### src/rtl/serializer_fmt_pkg.sv
// Shared types and helpers for the parallel-to-serial formatter.
package serializer_fmt_pkg;

  typedef enum logic [1:0] {
    StIdle,
    StShift,
    StGap
  } state_e;

  localparam int unsigned GapCntW = 4;
  localparam bit IdleLevelDefault = 1'b0;

  // Bit counter must hold the full word length, hence WIDTH+1.
  function automatic int unsigned bitcnt_w(input int unsigned width);
    return $clog2(width + 1);
  endfunction

endpackage

### src/rtl/serializer_fmt_if.sv
// Word-in / bit-out bus between a producer and the serializer.
interface serializer_fmt_if #(
  parameter int unsigned WIDTH = 6
);
  logic             en;
  logic [WIDTH-1:0] in_data;
  logic             in_valid;
  logic             in_ready;
  logic             ser_out;
  logic             ser_valid;
  logic             ser_last;
  logic             busy;

  modport master (
    output en, in_data, in_valid,
    input  in_ready, ser_out, ser_valid, ser_last, busy
  );

  modport slave (
    input  en, in_data, in_valid,
    output in_ready, ser_out, ser_valid, ser_last, busy
  );
endinterface

### src/rtl/serializer_fmt_shreg.sv
// Loadable shift register; the head bit is the next bit to leave the word.
module serializer_fmt_shreg #(
  parameter int unsigned WIDTH     = 6,
  parameter bit          MSB_FIRST = 1'b1
) (
  input  logic             clk,
  input  logic             rst,
  input  logic             load,
  input  logic             shift,
  input  logic [WIDTH-1:0] din,
  output logic             head,
  output logic             head_next
);

  logic [WIDTH-1:0] q_q;
  logic [WIDTH-1:0] q_d;

  // Next register contents: load wins over shift.
  always_comb begin
    q_d = q_q;
    if (load) begin
      q_d = din;
    end else if (shift) begin
      q_d = MSB_FIRST ? {q_q[WIDTH-2:0], 1'b0} : {1'b0, q_q[WIDTH-1:1]};
    end
  end

  // Register with synchronous reset.
  always_ff @(posedge clk) begin
    if (rst) begin
      q_q <= '0;
    end else begin
      q_q <= q_d;
    end
  end

  // head_next lets the parent register ser_out without an extra cycle.
  always_comb begin
    head      = MSB_FIRST ? q_q[WIDTH-1] : q_q[0];
    head_next = MSB_FIRST ? q_d[WIDTH-1] : q_d[0];
  end

endmodule

### src/rtl/serializer_fmt.sv
// Parallel-to-serial formatter: accepts a word on valid/ready, emits one bit per en tick.
module serializer_fmt
  import serializer_fmt_pkg::*;
#(
  parameter int unsigned WIDTH      = 6,
  parameter bit          MSB_FIRST  = 1'b1,
  parameter bit          IDLE_LEVEL = IdleLevelDefault,
  parameter int unsigned GAP        = 0
) (
  input logic             clk,
  input logic             rst,
  serializer_fmt_if.slave bus
);

  localparam int unsigned BitcntW = bitcnt_w(WIDTH);
  localparam logic [BitcntW-1:0] CntFull = BitcntW'(WIDTH);
  localparam logic [BitcntW-1:0] CntOne  = BitcntW'(1);
  localparam logic [GapCntW-1:0] GapFull = GapCntW'(GAP);
  localparam logic [GapCntW-1:0] GapOne  = GapCntW'(1);

  state_e             state_q, state_d;
  logic [BitcntW-1:0] cnt_q, cnt_d;
  logic [GapCntW-1:0] gap_q, gap_d;
  logic               ser_out_q, ser_out_d;
  logic               ser_valid_q, ser_valid_d;
  logic               ser_last_q, ser_last_d;

  logic load, shift, accept, in_ready;
  logic head, head_next;

  serializer_fmt_shreg #(
    .WIDTH    (WIDTH),
    .MSB_FIRST(MSB_FIRST)
  ) u_shreg (
    .clk      (clk),
    .rst      (rst),
    .load     (load),
    .shift    (shift),
    .din      (bus.in_data),
    .head     (head),
    .head_next(head_next)
  );

  // Ready in idle, or on the final bit when no gap is configured (back-to-back words).
  always_comb begin
    in_ready = (state_q == StIdle) ||
               ((state_q == StShift) && (cnt_q == CntOne) && bus.en && (GAP == 0));
    accept   = bus.in_valid && in_ready;
  end

  // Next-state, counters and registered-output next values.
  always_comb begin
    state_d = state_q;
    cnt_d   = cnt_q;
    gap_d   = gap_q;
    load    = 1'b0;
    shift   = 1'b0;
    unique case (state_q)
      StIdle: begin
        if (accept) begin
          load    = 1'b1;
          cnt_d   = CntFull;
          state_d = StShift;
        end
      end
      StShift: begin
        if (bus.en) begin
          if (cnt_q == CntOne) begin
            if (accept) begin
              load  = 1'b1;
              cnt_d = CntFull;
            end else begin
              cnt_d = '0;
              if (GAP > 0) begin
                gap_d   = GapFull;
                state_d = StGap;
              end else begin
                state_d = StIdle;
              end
            end
          end else begin
            shift = 1'b1;
            cnt_d = cnt_q - CntOne;
          end
        end
      end
      StGap: begin
        if (bus.en) begin
          gap_d = gap_q - GapOne;
          if (gap_q == GapOne) begin
            state_d = StIdle;
          end
        end
      end
      default: state_d = StIdle;
    endcase

    ser_valid_d = (state_d == StShift);
    ser_out_d   = ser_valid_d ? head_next : IDLE_LEVEL;
    ser_last_d  = ser_valid_d && (cnt_d == CntOne);
  end

  // State, counters and output registers; reset discards any word in flight.
  always_ff @(posedge clk) begin
    if (rst) begin
      state_q     <= StIdle;
      cnt_q       <= '0;
      gap_q       <= '0;
      ser_out_q   <= IDLE_LEVEL;
      ser_valid_q <= 1'b0;
      ser_last_q  <= 1'b0;
    end else begin
      state_q     <= state_d;
      cnt_q       <= cnt_d;
      gap_q       <= gap_d;
      ser_out_q   <= ser_out_d;
      ser_valid_q <= ser_valid_d;
      ser_last_q  <= ser_last_d;
    end
  end

  // Drive the bus; head is kept for observation only through ser_out.
  always_comb begin
    bus.in_ready  = in_ready;
    bus.ser_out   = ser_out_q;
    bus.ser_valid = ser_valid_q;
    bus.ser_last  = ser_last_q;
    bus.busy      = (state_q != StIdle);
  end

  logic unused_head;
  assign unused_head = head;

endmodule

### src/flat_wrapper.sv
// flat-port wrapper written by rule: the top's interface ports become plain ports
module serializer_fmt_flat import serializer_fmt_pkg::*;
#(
  parameter int unsigned WIDTH      = 6,
  parameter bit          MSB_FIRST  = 1'b1,
  parameter bit          IDLE_LEVEL = IdleLevelDefault,
  parameter int unsigned GAP        = 0
)
  (clk, rst, bus_en, bus_in_data, bus_in_valid, bus_in_ready, bus_ser_out, bus_ser_valid, bus_ser_last, bus_busy);
  serializer_fmt_if #(.WIDTH(WIDTH)) bus_i ();
  input logic clk;
  input logic rst;
  input wire logic [$bits(bus_i.en)-1:0] bus_en;
  input wire logic [$bits(bus_i.in_data)-1:0] bus_in_data;
  input wire logic [$bits(bus_i.in_valid)-1:0] bus_in_valid;
  output wire logic [$bits(bus_i.in_ready)-1:0] bus_in_ready;
  output wire logic [$bits(bus_i.ser_out)-1:0] bus_ser_out;
  output wire logic [$bits(bus_i.ser_valid)-1:0] bus_ser_valid;
  output wire logic [$bits(bus_i.ser_last)-1:0] bus_ser_last;
  output wire logic [$bits(bus_i.busy)-1:0] bus_busy;
  assign bus_i.en = bus_en;
  assign bus_i.in_data = bus_in_data;
  assign bus_i.in_valid = bus_in_valid;
  assign bus_in_ready = bus_i.in_ready;
  assign bus_ser_out = bus_i.ser_out;
  assign bus_ser_valid = bus_i.ser_valid;
  assign bus_ser_last = bus_i.ser_last;
  assign bus_busy = bus_i.busy;
  serializer_fmt #(.WIDTH(WIDTH), .MSB_FIRST(MSB_FIRST), .IDLE_LEVEL(IDLE_LEVEL), .GAP(GAP)) u_core (.clk(clk), .rst(rst), .bus(bus_i));
endmodule
### config.mk
export PLATFORM = sky130hd
export DESIGN_NAME = serializer_fmt_flat
export DESIGN_NICKNAME = d
export VERILOG_FILES = /design/src/rtl/serializer_fmt_pkg.sv /design/src/rtl/serializer_fmt_if.sv /design/src/rtl/serializer_fmt_shreg.sv /design/src/rtl/serializer_fmt.sv /design/src/flat_wrapper.sv
export SDC_FILE = /design/constraint.sdc
export NUM_CORES = 1
export LEC_CHECK = 0
export BUFFER_PORTS_ARGS = -buffer_cell sky130_fd_sc_hd__buf_4
export CORE_ASPECT_RATIO = 1.4
export CORE_UTILIZATION = 35
export DETAILED_ROUTE_END_ITERATION = 10
export GPL_TIMING_DRIVEN = 0
export HOLD_SLACK_MARGIN = 0.12
export PLACE_DENSITY = 0.62
export SYNTH_ARGS = -nofsm -noshare
export SYNTH_HDL_FRONTEND = slang
export SYNTH_SLANG_ARGS = --single-unit
export TNS_END_PERCENT = 100
### constraint.sdc
create_clock -name clk -period 1.9 [get_ports clk]
set_input_delay 0.19 -clock clk [delete_from_list [all_inputs] [get_ports clk]]
set_output_delay 0.19 -clock clk [all_outputs]
set_load 0.02 [all_outputs]
# Word-level counts from Yosys, hierarchy flattened
# Cells that the tools add are included.
dict set report word_totals {
  reg_bits 18
}
dict set report classes {
  eq_ne 6
  n_reduce_logical 10
  n_mux 21
  n_addsub 2
  n_bitwise 1
}
# op n
set op_table {}
lappend op_table {{$mux 2} 6}
lappend op_table {{$mux 3} 4}
lappend op_table {{$mux 6} 2}
lappend op_table {{$eq 3x1->1 const B} 2}
lappend op_table {{$mux 1} 6}
lappend op_table {{$pmux 2 s3} 1}
lappend op_table {{$pmux 3 s2} 1}
lappend op_table {{$eq 2x1->1 const B} 2}
lappend op_table {{$eq 4x1->1 const B} 1}
lappend op_table {{$logic_and 1x1->1} 4}
lappend op_table {{$reduce_bool 2->1} 2}
lappend op_table {{$sub 4x1->4 const B} 1}
lappend op_table {{$sub 3x1->3 const B} 1}
lappend op_table {{$eq 2x2->1 const B} 1}
lappend op_table {{$logic_not 2->1} 1}
lappend op_table {{$pmux 1 s2} 1}
lappend op_table {{$reduce_and 2->1} 1}
lappend op_table {{$reduce_or 2->1} 1}
lappend op_table {{$logic_or 1x1->1} 1}
lappend op_table {{$not 1->1} 1}

# Depth between registers and ports, before layout
dict set report depth {
  depth_word 12
  depth_mapped 7
  ltp_nobuf 7
}

# Hierarchy
# From an unflattened synthesis, not the netlist that was laid out.
dict set report unflattened {
  hier_cells 97
  hier_area_um2 904.6
}
# module cells_per_inst seq_area_each_um2 instances area_per_inst_um2
set by_module_without_submodules {}
lappend by_module_without_submodules {serializer_fmt 70 240.2 1 628.1}
lappend by_module_without_submodules {serializer_fmt_shreg 27 120.1 1 276.5}

# Worst setup path before layout
# OpenSTA, ideal clock, no wires.
dict set report synth_timing {
  kind {register to register}
  from {reg u_core.cnt_q[1]}
  to {reg u_core.ser_last_q (netlist: u_core.bus.ser_last)}
  stages_incl_launch_ff 7
  setup_time_ps 117
  arrival_time_ps 1366
  path_slack_ps 417
  n_path_buf 0
  path_cell_list {dfxtp_1 inv_1 ha_1 and4bb_4 a311oi_1 o21ai_1 and4b_1}
}
dict set report synth_via {
  elab_chain_len 11
  elab_cells_between_ends 19
}
# item line_no
set synth_lines {}
lappend synth_lines {{start, declared} serializer_fmt.sv:22} ;# logic [BitcntW-1:0] cnt_q, cnt_d;
lappend synth_lines {{start signal, assigned} serializer_fmt.sv:114} ;# cnt_q <= cnt_d;
lappend synth_lines {{$eq 3x1->1} {serializer_fmt.sv:47, serializer_fmt.sv:68}}
lappend synth_lines {{$logic_and 1x1->1 (2 in series)} serializer_fmt.sv:47} ;# ((state_q == StShift) && (cnt_q == CntOne) && bus.en && (GAP == 0));
lappend synth_lines {{$logic_or 1x1->1} serializer_fmt.sv:46} ;# in_ready = (state_q == StIdle) ||
lappend synth_lines {{$logic_and 1x1->1} serializer_fmt.sv:48} ;# accept = bus.in_valid && in_ready;
lappend synth_lines {{$mux 3 / $mux 2 (equally long branches)} serializer_fmt.sv:69} ;# if (accept) begin
lappend synth_lines {{$mux 3 / $mux 2 (equally long branches)} serializer_fmt.sv:68} ;# if (cnt_q == CntOne) begin
lappend synth_lines {{$mux 3 / $mux 2 (equally long branches)} serializer_fmt.sv:67} ;# if (bus.en) begin
lappend synth_lines {{$pmux 3 s2 / $pmux 2 s3 (equally long branches)} serializer_fmt.sv:58} ;# unique case (state_q)
lappend synth_lines {{$eq 3x1->1 / $eq 2x1->1 (equally long branches)} {serializer_fmt.sv:100, serializer_fmt.sv:98}}
lappend synth_lines {{$logic_and 1x1->1 *} serializer_fmt.sv:100} ;# ser_last_d = ser_valid_d && (cnt_d == CntOne);
lappend synth_lines {{end signal, assigned} serializer_fmt.sv:118} ;# ser_last_q <= ser_last_d;
lappend synth_lines {{end, declared} serializer_fmt.sv:26} ;# logic ser_last_q, ser_last_d;
# Every way passes the cells marked *; elsewhere a longest branch is shown, timed or not.
# A chain may end at the register's enable or synchronous reset.

# Final worst setup path
# Same ends and word-level chain as after synthesis.

==> metrics.txt <==
Wirelength per Cell=10.9 um; Unique masters post-synth=36; Worst Hold Slack=0.162 ns; most area-hungry cell type in the Yosys netlist=dfxtp_1; post-synth net total=115; I/O Buffers=13; area grow syn2layout=20.1%; worst hold-check path type=input pin to flip-flop; critical path launch point type=flip-flop; CP cell instances=inv_1 > ha_1 > and4bb_4 > a311oi_1 > o21ai_1 > and4b_1; Finished Cell Area=1120 sq um; Mapped Area=930 sq um; Routed WL=1670 um; Worst-Margin Slew=0.470 ns; Final Hold Fails=0; initial core utilization=0.380; vias per cell=4.79; Synth Instances=101; Crit Path Max Fanout=5; setup ws final=0.273 ns; leakage=0.490 nW; required time worst endpoint=2.09 ns; syn avg cell area=9.20 sq um; YS warnings=0; Max Cap Viol=0; Crit-path slowest cell=dfxtp_1; Final ANT Viol Nets=0; skew final=0.000549 ns; sequential share of power=0.531; GRT Resource Usage Total=0.136; Psw=0.193 mW; fin nets=134; Worst-path clk slew=0.10 ns; Placeable Area=2440 sq um; Main synth FF type=dfxtp_1; FMAX=615 MHz; Int Power=0.582 mW; register area share after synthesis=0.388; VDD IR max=0.364 mV; Switching Share=0.249; top cells by area, synth=dfxtp_1 39%, mux2i_1 7.5%, a211oi_1 5.7%; CP peak stage delay=0.39 ns; crit path capture type=flip-flop; largest net degree at the start of global routing=11; TritonCTS clock tree=built; most frequent cell after synthesis=dfxtp_1; share of layout cells above drive strength 1=0.227; worst rel slew slack=0.686; setup violators final=0; asr flop ratio synth=0; vias=733; worst skew pair latency=0.28 ns; setup TNS=0 ns; Finished Layout Cells=153; synth cell count leaders=18 x dfxtp_1, 14 x nor2_1, 7 x a211oi_1, 7 x inv_1, 7 x mux2i_1; total power=0.774 mW; clock sinks=18; initial antenna violation count=0; EDFF count, synth=0; Die Span X=45.6 um; FF+latch count, synth=18; Inst Count DP=148; first-pass GRT wire length=3010 um; GPL Wtd Cong=0.792; RSZ-0062 raised after global routing=no; Finished Core Util=0.457; DP Wirelength=1240 um; drc violations=0; row count=21; cts bufs inserted=3; CP arrival=1.81 ns; top cell type's share of synthesized area=0.388; die area=2870 sq um; ANT cells=0; Period Utilization, post-route=0.856; grt total ovfl=0; minimum clock period=1.63 ns; Ports=15; Clock Path Buffers=2; die extent in y=63.0 um; DRT iter0 DRCs=7; clock share of power=0.296; WS Path Type=flip-flop to flip-flop; Area after DPL=1070 sq um; max-slew violation count=0; vias in the first global route=717; outcome=finished clean; drt pass-1 iters=4; Clock Tree Root=clkbuf_4; depth of the CTS H-tree=1; pre-CTS setup slack=0.293 ns; combinational share of power=0.173; postcts setup bufs=0; P per Cell Area=694 nW/um^2
-- per-layer routing --
metal,GRT usage,up-vias,routed length (um),share of wire
li1,-,384,-,-
met1,0.177,332,814,0.49
met2,0.220,15,778,0.47
met3,0.0202,2,64,0.038
met4,0.0455,0,12,0.0072
met5,0,-,0,0
-- state kept, by name, summed over array words and instances (netlist names) --
register	flops
u_core.bus.ser_last	1
u_core.bus.ser_out	1
u_core.cnt_q	3
u_core.bus.ser_valid	1
u_core.u_shreg.q_q	6
u_core.state_q	2
u_core.gap_q	4
-- cells in the final DEF, fill, tap and decap left out, types with 4 or more instances in the layout --
cell,count
mux2i_1,7
clkbuf_4,4
a211oi_1,7
dfxtp_1,18
nand2_1,6
ha_1,4
buf_4,13
nor2_1,14
inv_1,7
-- logic make-up after synthesis --
logic type	Yosys count	share of synthesized area
simple gates	36	0.219
compound gates	19	0.149
flops	18	0.388
buf+inv	14	0.0861
mux	7	0.0754
fa+ha+maj	4	0.0538
xor+xnor	3	0.0283
-- worst max-delay path: cells and delay by family (launching register included) --
kind	cells	cell delay [ns]
buffers and inverters	1	0.08
AO/OA/AOI/OAI	2	0.39
adder cells (fa/ha/maj)	1	0.24
AND/OR/NAND/NOR	2	0.44
flip-flops	1	0.39
-- power groups by stage --
stage | Combinational (mW) | Clock (mW) | Sequential, mW
2_1_floorplan | 0.0879 | 0 | 0.421
3_3_place_gp | 0.131 | 0 | 0.419
3_5_place_dp | 0.133 | 0 | 0.420
4_1_cts | 0.135 | 0.241 | 0.411
5_1_grt | 0.150 | 0.256 | 0.414
6_report | 0.134 | 0.229 | 0.411
-- path summary, 6_finish.rpt --
kind | start | end | slack, ns | cells past startpoint
worst max-delay path | u_core.cnt_q[1] | u_core.bus.ser_last | 0.27 | 6
worst min-delay path | bus_in_data[0] | u_core.u_shreg.q_q[0] | 0.16 | 3
worst max register to register | u_core.cnt_q[1] | u_core.bus.ser_last | 0.27 | 6
worst min register to register | u_core.gap_q[3] | u_core.gap_q[3] | 0.52 | 2
-- repair_timing --
item                                   in CTS  in global routing
resized for setup                           0                  0
endpoints found under the hold margin       4                  0
hold buffers                                1                  0
-- layout make-up --
class / instances / area [sq um]
multi-input cells: 69 / 489
clock buffers: 4 / 36.3
flip-flops and latches: 18 / 360
fillers: 243 / 1330
repair buffers: 14 / 108
inverters: 8 / 30.0
plain buffers: 6 / 50.0
well taps: 34 / 42.5
(Power assumes the default switching activity.)
